[src/rtl/oam_dma.sv]
// Sprite DMA engine sitting between the CPU core and the system bus.
// In IDLE the CPU bus is passed straight through. A CPU write to the
// trigger register stalls the CPU and copies one 256-byte page to the
// OAM data port as alternating READ (even cycle) / WRITE (odd cycle) pairs.
module oam_dma #(
    parameter logic [15:0] DMA_REG_ADDR  = 16'h4014,
    parameter logic [15:0] OAM_DATA_ADDR = 16'h2004,
    parameter int          XFER_LEN      = 256
) (
    input  logic        clk,
    input  logic        rst_n,
    input  logic [15:0] cpu_addr,
    input  logic [7:0]  cpu_wdata,
    input  logic        cpu_rw,
    output logic        cpu_ready,
    output logic [15:0] bus_addr,
    output logic [7:0]  bus_wdata,
    output logic        bus_rw,
    input  logic [7:0]  bus_rdata,
    output logic        busy,
    output logic        done
);

    typedef enum logic [2:0] {
        IDLE  = 3'd0,
        HALT  = 3'd1,
        ALIGN = 3'd2,
        READ  = 3'd3,
        WRITE = 3'd4
    } state_t;

    localparam logic [7:0] LAST_IDX = 8'(XFER_LEN - 1);

    state_t     state;
    logic [7:0] idx;
    logic [7:0] page;
    logic [7:0] latch;
    logic       parity;
    logic       trig;

    // Trigger is only decoded while the CPU owns the bus.
    assign trig = (cpu_addr == DMA_REG_ADDR) && !cpu_rw;

    // busy is simply the inverse of the registered ready.
    assign busy = ~cpu_ready;

    // Transfer sequencer: state, counters, get/put parity, ready and done pulse.
    always_ff @(posedge clk or negedge rst_n) begin
        if (!rst_n) begin
            state     <= IDLE;
            cpu_ready <= 1'b1;
            done      <= 1'b0;
            idx       <= 8'h00;
            page      <= 8'h00;
            latch     <= 8'h00;
            parity    <= 1'b0;
        end else begin
            parity <= ~parity;
            done   <= 1'b0;
            case (state)
                IDLE: begin
                    if (trig) begin
                        page      <= cpu_wdata;
                        idx       <= 8'h00;
                        state     <= HALT;
                        cpu_ready <= 1'b0;
                    end
                end
                HALT: begin
                    // Odd HALT means the next cycle is even: read right away.
                    state <= parity ? READ : ALIGN;
                end
                ALIGN: begin
                    state <= READ;
                end
                READ: begin
                    latch <= bus_rdata;
                    state <= WRITE;
                end
                WRITE: begin
                    if (idx == LAST_IDX) begin
                        state     <= IDLE;
                        cpu_ready <= 1'b1;
                        done      <= 1'b1;
                    end else begin
                        idx   <= idx + 8'h01;
                        state <= READ;
                    end
                end
                default: begin
                    state     <= IDLE;
                    cpu_ready <= 1'b1;
                end
            endcase
        end
    end

    // Bus ownership mux: CPU pass-through in IDLE, engine drive otherwise.
    always_comb begin
        bus_addr  = cpu_addr;
        bus_wdata = cpu_wdata;
        bus_rw    = cpu_rw;
        case (state)
            IDLE: begin
                bus_addr  = cpu_addr;
                bus_wdata = cpu_wdata;
                bus_rw    = cpu_rw;
            end
            HALT, ALIGN: begin
                // Dummy read cycles; the CPU address is left on the bus.
                bus_addr  = cpu_addr;
                bus_wdata = cpu_wdata;
                bus_rw    = 1'b1;
            end
            READ: begin
                bus_addr  = {page, idx};
                bus_wdata = latch;
                bus_rw    = 1'b1;
            end
            WRITE: begin
                bus_addr  = OAM_DATA_ADDR;
                bus_wdata = latch;
                bus_rw    = 1'b0;
            end
            default: begin
                bus_addr  = cpu_addr;
                bus_wdata = cpu_wdata;
                bus_rw    = 1'b1;
            end
        endcase
    end

endmodule

[config.mk]
export PLATFORM = sky130hd
export DESIGN_NAME = oam_dma
export DESIGN_NICKNAME = d
export VERILOG_FILES = /design/src/rtl/oam_dma.sv
export SDC_FILE = /design/constraint.sdc
export NUM_CORES = 1
export LEC_CHECK = 0
export ABC_AREA = 1
export CORE_MARGIN = 5
export CORE_UTILIZATION = 40
export DETAILED_ROUTE_END_ITERATION = 8
export GPL_ROUTABILITY_DRIVEN = 1
export MAX_ROUTING_LAYER = met4
export PLACE_DENSITY = 0.67
export RECOVER_POWER = 100
export SYNTH_ARGS = -nofsm -noshare
export SYNTH_HDL_FRONTEND = slang
export SYNTH_SLANG_ARGS = --single-unit
[constraint.sdc]
create_clock -name clk -period 5.1 [get_ports clk]
set_clock_uncertainty 0.15 [all_clocks]
set_input_delay 1.275 -clock clk [delete_from_list [all_inputs] [get_ports clk]]
set_output_delay 1.275 -clock clk [all_outputs]
set_load 0.005 [all_outputs]
======== After elaboration in Yosys (flattened, before gate mapping) ========
Index checks and enable logic that the tools add are counted.
operators by class
  equal/unequal tests ..................... 9
  bitwise operators ....................... 3
  mux-type cells .......................... 15
  reduce and logical (&&, ||, !) cells .... 9
  add/subtract/negate cells ............... 1
operator list
  cell                  number
  $pmux 16 s2           1
  $mux 8                3
  $eq 16x15->1 const B  1
  $pmux 8 s2            1
  $pmux 3 s5            1
  $add 8x1->8 const B   1
  $eq 8x8->1 const B    1
  $eq 3x2->1 const B    2
  $ne 2x2->1 const B    3
  $reduce_and 3->1      2
  $mux 1                5
  $eq 3x1->1 const B    1
  $eq 3x3->1 const B    1
  $logic_not 3->1       1
  $mux 3                1
  $not 1->1             3
  $pmux 1 s3            1
  $reduce_or 3->1       1
  $mux 2                1
  $pmux 1 s2            1
  $reduce_and 2->1      1
  $reduce_bool 2->1     1
  $reduce_or 2->1       1
  $logic_and 1x1->1     1
  $logic_not 1->1       1
word-level totals
  output and inout bits ................... 28
  logic and storage cells ................. 44
  register bits after elaboration ......... 30
  input bits .............................. 35

======== Logic depth before layout (Yosys ltp) ========
Gate-level depths: netlist of run 1.
  depth after elaboration ................. 4
  depth in mapped cells ................... 9
  gate-level depth less buffers ........... 8

======== Worst setup path before layout of run 1 ========
OpenSTA, ideal clock, no wires.
  path type ............................... input port to output port
  start ................................... input cpu_addr[1]
  end ..................................... output bus_addr[1]
  path slack .............................. 2.188 ns
  required time ........................... 3.675 ns
  arrival ................................. 1.487 ns
  stages on the path ...................... 2
  buffers on the path ..................... 0
  path through ............................ inv_1 -> o21ai_0
on the way
  longest elaborated chain between the ends .. 1
RTL lines
  what                line  text
  start: declaration  12    input logic [15:0] cpu_addr,
  $pmux 16 s2         103   case (state)
  end: declaration    16    output logic [15:0] bus_addr,
No other way between the ends.

======== Worst setup path in the final report of run 1 ========
  start ................................... register state[0]
  end ..................................... output bus_addr[1]
on the way
  longest elaborated chain between the ends .. 2
  elaborated cells on any way between the ends .. 3
  classes of those cells .................. 2 x eq/ne; 1 x mux
RTL lines
  what                                             line  text
  start: declaration                               34    state_t state;
  start signal: assignment                         71    state <= parity ? READ : ALIGN;
  $eq 3x3->1 / $eq 3x2->1 (equally long branches)  103
  $pmux 16 s2 *                                    103
Mark *: on every way between the ends. The rest lies on a longest branch, timed or not.

==> results of run 1 <==
## placed cells by master (no fill, tap or decap)
| master | netlist | final |
|---|---|---|
| o211ai_1 | 1 | 2 |
| or2_2 | 1 | 1 |
| dfrtp_1 | 29 | 29 |
| nor2_2 | 3 | 2 |
| o22ai_1 | 9 | 9 |
| nand2_2 | 3 | 2 |
| inv_4 | 1 | 1 |
| ha_1 | 1 | 1 |
| inv_2 | 3 | 3 |
| a21oi_1 | 1 | 1 |
| nor2_8 | 1 | 1 |
| dfstp_1 | 0 | 1 |
| nand2_4 | 1 | 1 |
| clkbuf_1 | 0 | 2 |
| nor3_4 | 1 | 1 |
| nand3_1 | 24 | 25 |
| clkinv_2 | 0 | 1 |
| nand3_2 | 8 | 8 |
| nand2_1 | 82 | 83 |
| nor2_4 | 2 | 2 |
| and2_1 | 1 | 1 |
| nand4_1 | 3 | 3 |
| clkbuf_8 | 0 | 6 |
| dlygate4sd3_1 | 0 | 28 |
| o21ai_0 | 10 | 10 |
| o31ai_1 | 1 | 1 |
| inv_1 | 38 | 38 |
| clkdlybuf4s50_1 | 0 | 34 |
| nor2_1 | 30 | 31 |
## cell type report
type                       instances  share of cell area [%]
multi-input combinational        185                    34.6
sequential                        30                    28.7
timing repair buffer              63                    23.9
inverter                          42                    6.12
clock buffer                       7                    3.30
tap                               67                    3.20
clock inverter                     1                   0.191
## flip-flops by register name (all words and copies together), names as in the netlist
register / flops
cpu_ready: 1
parity: 1
state: 3
done: 1
page: 8
idx: 8
latch: 8
## where the power goes
part	switching (mW)	total [mW]	leakage [nW]	internal, mW
clock network	0.0890	0.198	0.0482	0.109
registers	0.0517	0.357	0.339	0.305
logic	0.292	0.541	0.991	0.249
## worst max-delay path by stage
stage | cells past startpoint | endpoint | startpoint | slack (ns)
floorplan | 2 | bus_addr[1] | cpu_addr[1] | 2.19
global placement | 4 | bus_addr[1] | cpu_addr[1] | 1.08
detailed placement | 4 | bus_addr[1] | cpu_addr[1] | 1.08
CTS | 7 | bus_wdata[3] | state[0]$_DFFE_PN0P_ | 0.94
global route | 7 | bus_wdata[2] | state[0]$_DFFE_PN0P_ | 0.65
finish | 6 | bus_addr[1] | state[0]$_DFFE_PN0P_ | 0.96
## routing by layer
metal / routed length (um) / vias to the layer above / global-route usage, %
li1: - / 952 / -
met1: 2270 / 857 / 24.2
met2: 2400 / 64 / 26.3
met3: 406 / 6 / 3.61
met4: 84 / 0 / 5.84
met5: 0 / - / -
## worst max-delay path, stage by stage (launching register included)
cell and delay, ns:
dfrtp_1 0.38, nand2_1 0.11, nor2_2 0.44, inv_2 0.43
nand2_4 0.32, o21ai_0 0.15, dlygate4sd3_1 0.60
## kinds of logic after synthesis
kind of cell    Yosys count
fa+ha+maj                 1
flops                    30
simple gates            161
buf+inv                  52
compound gates           23
## metrics by stage
stage / total power [mW] / setup WS [ns] / area, um2 / hold slack, ns
2_1_floorplan: 0.701 / 2.19 / 1940 / 0.245
3_3_place_gp: 0.938 / 1.08 / 2550 / 0.265
3_5_place_dp: 0.949 / 1.08 / 2550 / 0.272
4_1_cts: 1.15 / 0.940 / 2640 / 0.284
5_1_grt: 1.19 / 0.645 / 2620 / 0.321
6_report: 1.10 / 0.964 / 2620 / 0.286
==> flow_summary.json, run 1 <==
{
  "grt_antenna_before_repair": 0,
  "synth_cell_types": 30,
  "drt_iter0_markers": 148,
  "fin_util_pct": 55.4,
  "globalplace.congestion": 0.787,
  "synth_top_family_by_area": "simple AND/OR/NAND/NOR gates",
  "cts.sinks": 30,
  "vias": 1879,
  "crit_fanout": 37,
  "netlist_top_cells_area": "dfrtp_1, nand2_1, inv_1",
  "stdcell_count": 395,
  "path_clk_slew_ns": 0.06,
  "setup_violations": 0,
  "core_um2": 4720,
  "clock_path_buffers": 2,
  "failed_checks": "max-capacitance violations, max-slew violations",
  "die_w_um": 79.6,
  "whs_path_depth": 1,
  "async_flop_share_pct": 100,
  "slew_violations": 31,
  "rr_endpoint": "page[2]$_DFFE_PN0P_",
  "synthSimpleGateAreaFrac_pct": 40.1,
  "worstHoldEndpoint": "parity$_DFF_PN0_",
  "ioPinCount": 63,
  "r2r_cells": 6,
  "cts_tree": "yes",
  "r2r-start": "state[1]$_DFFE_PN0P_",
  "dp_cells": 387,
  "synthMuxAreaShare_pct": 0,
  "hold_class": "reg -> reg",
  "ctsRootBufferMaster": "clkbuf_8",
  "drc_errors": 0,
  "dieArea_um2": 6330,
  "synth_edf_count": 0,
  "max_freq_mhz": 242,
  "multiInputGateArea_um2": 906,
  "outcome": "finished with violations",
  "synth_top_area_share_pct": 37.5,
  "synth_xor_area_share_pct": 0,
  "groute.usage.overall_pct": 17.7,
  "hold_violations": 0,
  "drt_pre_antenna_iters": 4,
  "grt_max_degree": 38,
  "min_from": "parity$_DFF_PN0_",
  "ys_ff_latch": 30,
  "maxCapViolations": 1,
  "worst_pin_slew_ns": 1.67,
  "period_minus_slack_ns": 4.14,
  "syn_nets": 303,
  "fin_crit_sh_pct": 81.1,
  "synth_area_um2": 1940,
  "io_buffers": 62,
  "seqCellArea_um2": 752,
  "setup_tns_ns": 0,
  "nNetsFinal": 363,
  "grt_pass1_wl_um": 8430,
  "grt_overflow": 0,
  "synth.yosys.warnings": 0,
  "syn_avg_cell_area_um2": 7.25,
  "cts_setup_buffers": 0,
  "start_util_pct": 41.0,
  "drive_above_1_share_pct": 8.84,
  "row_count": 25,
  "required_ns": 3.67,
  "critPathLaunchType": "register",
  "ys_seq_area_share_pct": 38.8,
  "wire_per_inst_um": 13.1,
  "slew_headroom_pct": -11.2,
  "h-tree-depth": 2,
  "fillerInstances": 465,
  "power.density_nw_per_um2": 418,
  "finalWirelength_um": 5160,
  "die_h_um": 79.6,
  "crit_arrival_ns": 2.71,
  "syn_inst": 267,
  "syn_to_final_growth_pct": 35.2,
  "grt_pass1_vias": 1772,
  "rsz0062_at_grt": "no",
  "antenna_left": 0,
  "peakVddDrop_mv": 0.286,
  "cp-end-kind": "output pin",
  "yosysTopAreaCell": "dfrtp_1",
  "yosys_most_used_dff": "dfrtp_1",
  "crit_type": "reg -> out",
  "synth_compound_area_share_pct": 7.18,
  "post_cts_resized": 0,
  "worstSkewPairLatency_ns": 0.28,
  "hpwl_um": 3780,
  "synth.most_common_cell": "nand2_1",
  "cts_hold_buf": 0,
  "viasPerCell": 4.76,
  "diodes": 0,
  "synth_commonest_cells": "nand2_1, inv_1, nor2_1",
  "leakage_nw": 1.38,
  "synth_fa_ha_area_share_pct": 0.646,
  "numCtsBuffers": 5,
  "r2r_slack_ns": 2.96
}
No activity file was read; power rests on OpenSTA's default activity.
==> run 2, diff against run 1 <==
==> constraint.sdc (replaced) <==
create_clock -name clk -period 3.9 [get_ports clk]
set_clock_uncertainty 0.15 [all_clocks]
set_input_delay 0.975 -clock clk [delete_from_list [all_inputs] [get_ports clk]]
set_output_delay 0.975 -clock clk [all_outputs]
set_load 0.005 [all_outputs]
==> flow_summary.json, run 2 (synthesis gave the netlist of run 1 again) <==
{
  "outcome": "finished with violations",
  "failed_checks": "max-capacitance violations, max-slew violations",
  "crit_fanout": 31,
  "leakage_nw": 1.36,
  "globalplace.congestion": 0.838,
  "power.density_nw_per_um2": 553,
  "drive_above_1_share_pct": 6.36,
  "h-tree-depth": 2,
  "start_util_pct": 41.0,
  "die_w_um": 79.6,
  "holdWs_ns": 0.279,
  "worstSkewPairLatency_ns": 0.27,
  "drt_iter0_markers": 125,
  "finalWirelength_um": 5100,
  "row_count": 25,
  "worst_pin_slew_ns": 1.67,
  "hold_class": "reg -> reg",
  "fin_crit_sh_pct": 89.8,
  "hold_violations": 0,
  "met3_usage_pct": 3.16,
  "viasPerCell": 4.63,
  "hpwl_um": 3740,
  "cts.sinks": 30,
  "dpl_cell_area_um2": 2570,
  "syn_to_final_growth_pct": 34.2,
  "critPathLaunchType": "register",
  "setup_tns_ns": 0,
  "post_cts_resized": 0,
  "diodes": 0,
  "maxCapViolations": 1,
  "numCtsBuffers": 5,
  "grt_antenna_before_repair": 0,
  "cts_hold_buf": 0,
  "ctsRootBufferMaster": "clkbuf_8",
  "vias": 1840,
  "final_area_um2": 2600,
  "slew_violations": 31,
  "core_um2": 4720,
  "clock_path_buffers": 2,
  "grt.busiest_layer": "met2",
  "slew_headroom_pct": -11.0,
  "nNetsFinal": 365,
  "antenna_left": 0,
  "required_ns": 2.77,
  "grt_use_met2_pct": 25.9,
  "pre_cts_ws_ns": 0.492,
  "drt_pre_antenna_iters": 4,
  "peakVddDrop_mv": 0.370,
  "setup_violations": 0,
  "wire_per_inst_um": 12.8,
  "drc_errors": 0,
  "dieArea_um2": 6330,
  "grt_max_degree": 32,
  "cts_setup_buffers": 0,
  "period_minus_slack_ns": 3.50,
  "crit_arrival_ns": 2.38,
  "max_freq_mhz": 285,
  "layout_commonest_cell": "nand2_1",
  "grt_pass1_wl_um": 8380,
  "met1_usage_pct": 23.2,
  "finalWorstSetupSlack_ns": 0.397,
  "rsz0062_at_grt": "no",
  "crit_type": "reg -> out",
  "io_buffers": 62,
  "path_clk_slew_ns": 0.06,
  "reg.largest.list": "idx x8, latch x8, page x8",
  "grt_pass1_vias": 1781,
  "groute.usage.overall_pct": 17.3,
  "cts_tree": "yes",
  "layout_common_cells": "nand2_1, clkdlybuf4s50_1, inv_1",
  "cp-end-kind": "output pin",
  "ioPinCount": 63,
  "grt_overflow": 0,
  "die_h_um": 79.6
}
-- run 2: cell count changes in the layout (fill, tap and decap cells not counted), moves of 2 or more --
cell             delta
clkbuf_1            +2
clkdlybuf4s50_1    +10
dlygate4sd3_1      -10
nand3_1             +5
nand3_2             -5
nor2_1              +2
nor2_2              -2
-- run 2: per-stage QoR --
stage / utilization, % / total power, mW / std cells
6_report: 55.0 / 1.44 / 397
2_1_floorplan: - / 0.916 / 267
5_1_grt: 55.0 / 1.56 / 397
4_1_cts: 56.3 / 1.51 / 397
3_3_place_gp: 54.4 / 1.24 / 389
3_5_place_dp: 54.4 / 1.25 / 389
-- run 2: layer usage --
metal	vias to the layer above	routed length, um
met5	-	0
met2	51	2330
met1	821	2420
li1	960	-
met4	0	112
met3	8	237
-- run 2: where the power goes --
group	internal, mW	switching [mW]	total [mW]
registers	0.399	0.0665	0.465
clock network	0.144	0.110	0.254
logic	0.339	0.377	0.716
total	0.881	0.554	1.44
-- run 2: layout make-up --
| class | instances | area [um2] |
|---|---|---|
| fill | 461 | 2130 |
| sequential | 30 | 752 |
| inverter | 42 | 160 |
| clock buffer | 8 | 90.1 |
| multi-input combinational | 185 | 878 |
| timing repair buffer | 65 | 633 |
| tap | 67 | 83.8 |
-- run 2: path summary, 6_finish.rpt --
kind / startpoint / end / slack [ns] / depth (start not counted)
min in group asynchronous: rst_n / idx[6]$_DFFE_PN0P_ / 1.52 / 2
max in group asynchronous: rst_n / page[0]$_DFFE_PN0P_ / 1.12 / 2
worst min register to register: parity$_DFF_PN0_ / parity$_DFF_PN0_ / 0.28 / 1
worst min-delay path: parity$_DFF_PN0_ / parity$_DFF_PN0_ / 0.28 / 1
worst max register to register: state[0]$_DFFE_PN0P_ / page[2]$_DFFE_PN0P_ / 1.65 / 6
worst max-delay path: state[0]$_DFFE_PN0P_ / bus_addr[4] / 0.40 / 7
-- run 2: critical path, stage by stage, from the launching register on --
cell and delay [ns]:
dfrtp_1 0.40, nand2_1 0.11, nor2_1 0.07, inv_2 0.14
clkbuf_2 0.55, nand3_1 0.14, o21ai_0 0.09, dlygate4sd3_1 0.60
==> run 3, diff against run 2 <==
--- a/config.mk
+++ b/config.mk
@@ -8,6 +8,7 @@
 export ABC_AREA = 1
 export CORE_MARGIN = 5
 export CORE_UTILIZATION = 40
+export CTS_CLUSTER_SIZE = 30
 export DETAILED_ROUTE_END_ITERATION = 8
 export GPL_ROUTABILITY_DRIVEN = 1
 export MAX_ROUTING_LAYER = met4
==> results of run 3 <==
No change in the layout: final DEF, timing and power equal those of run 2.
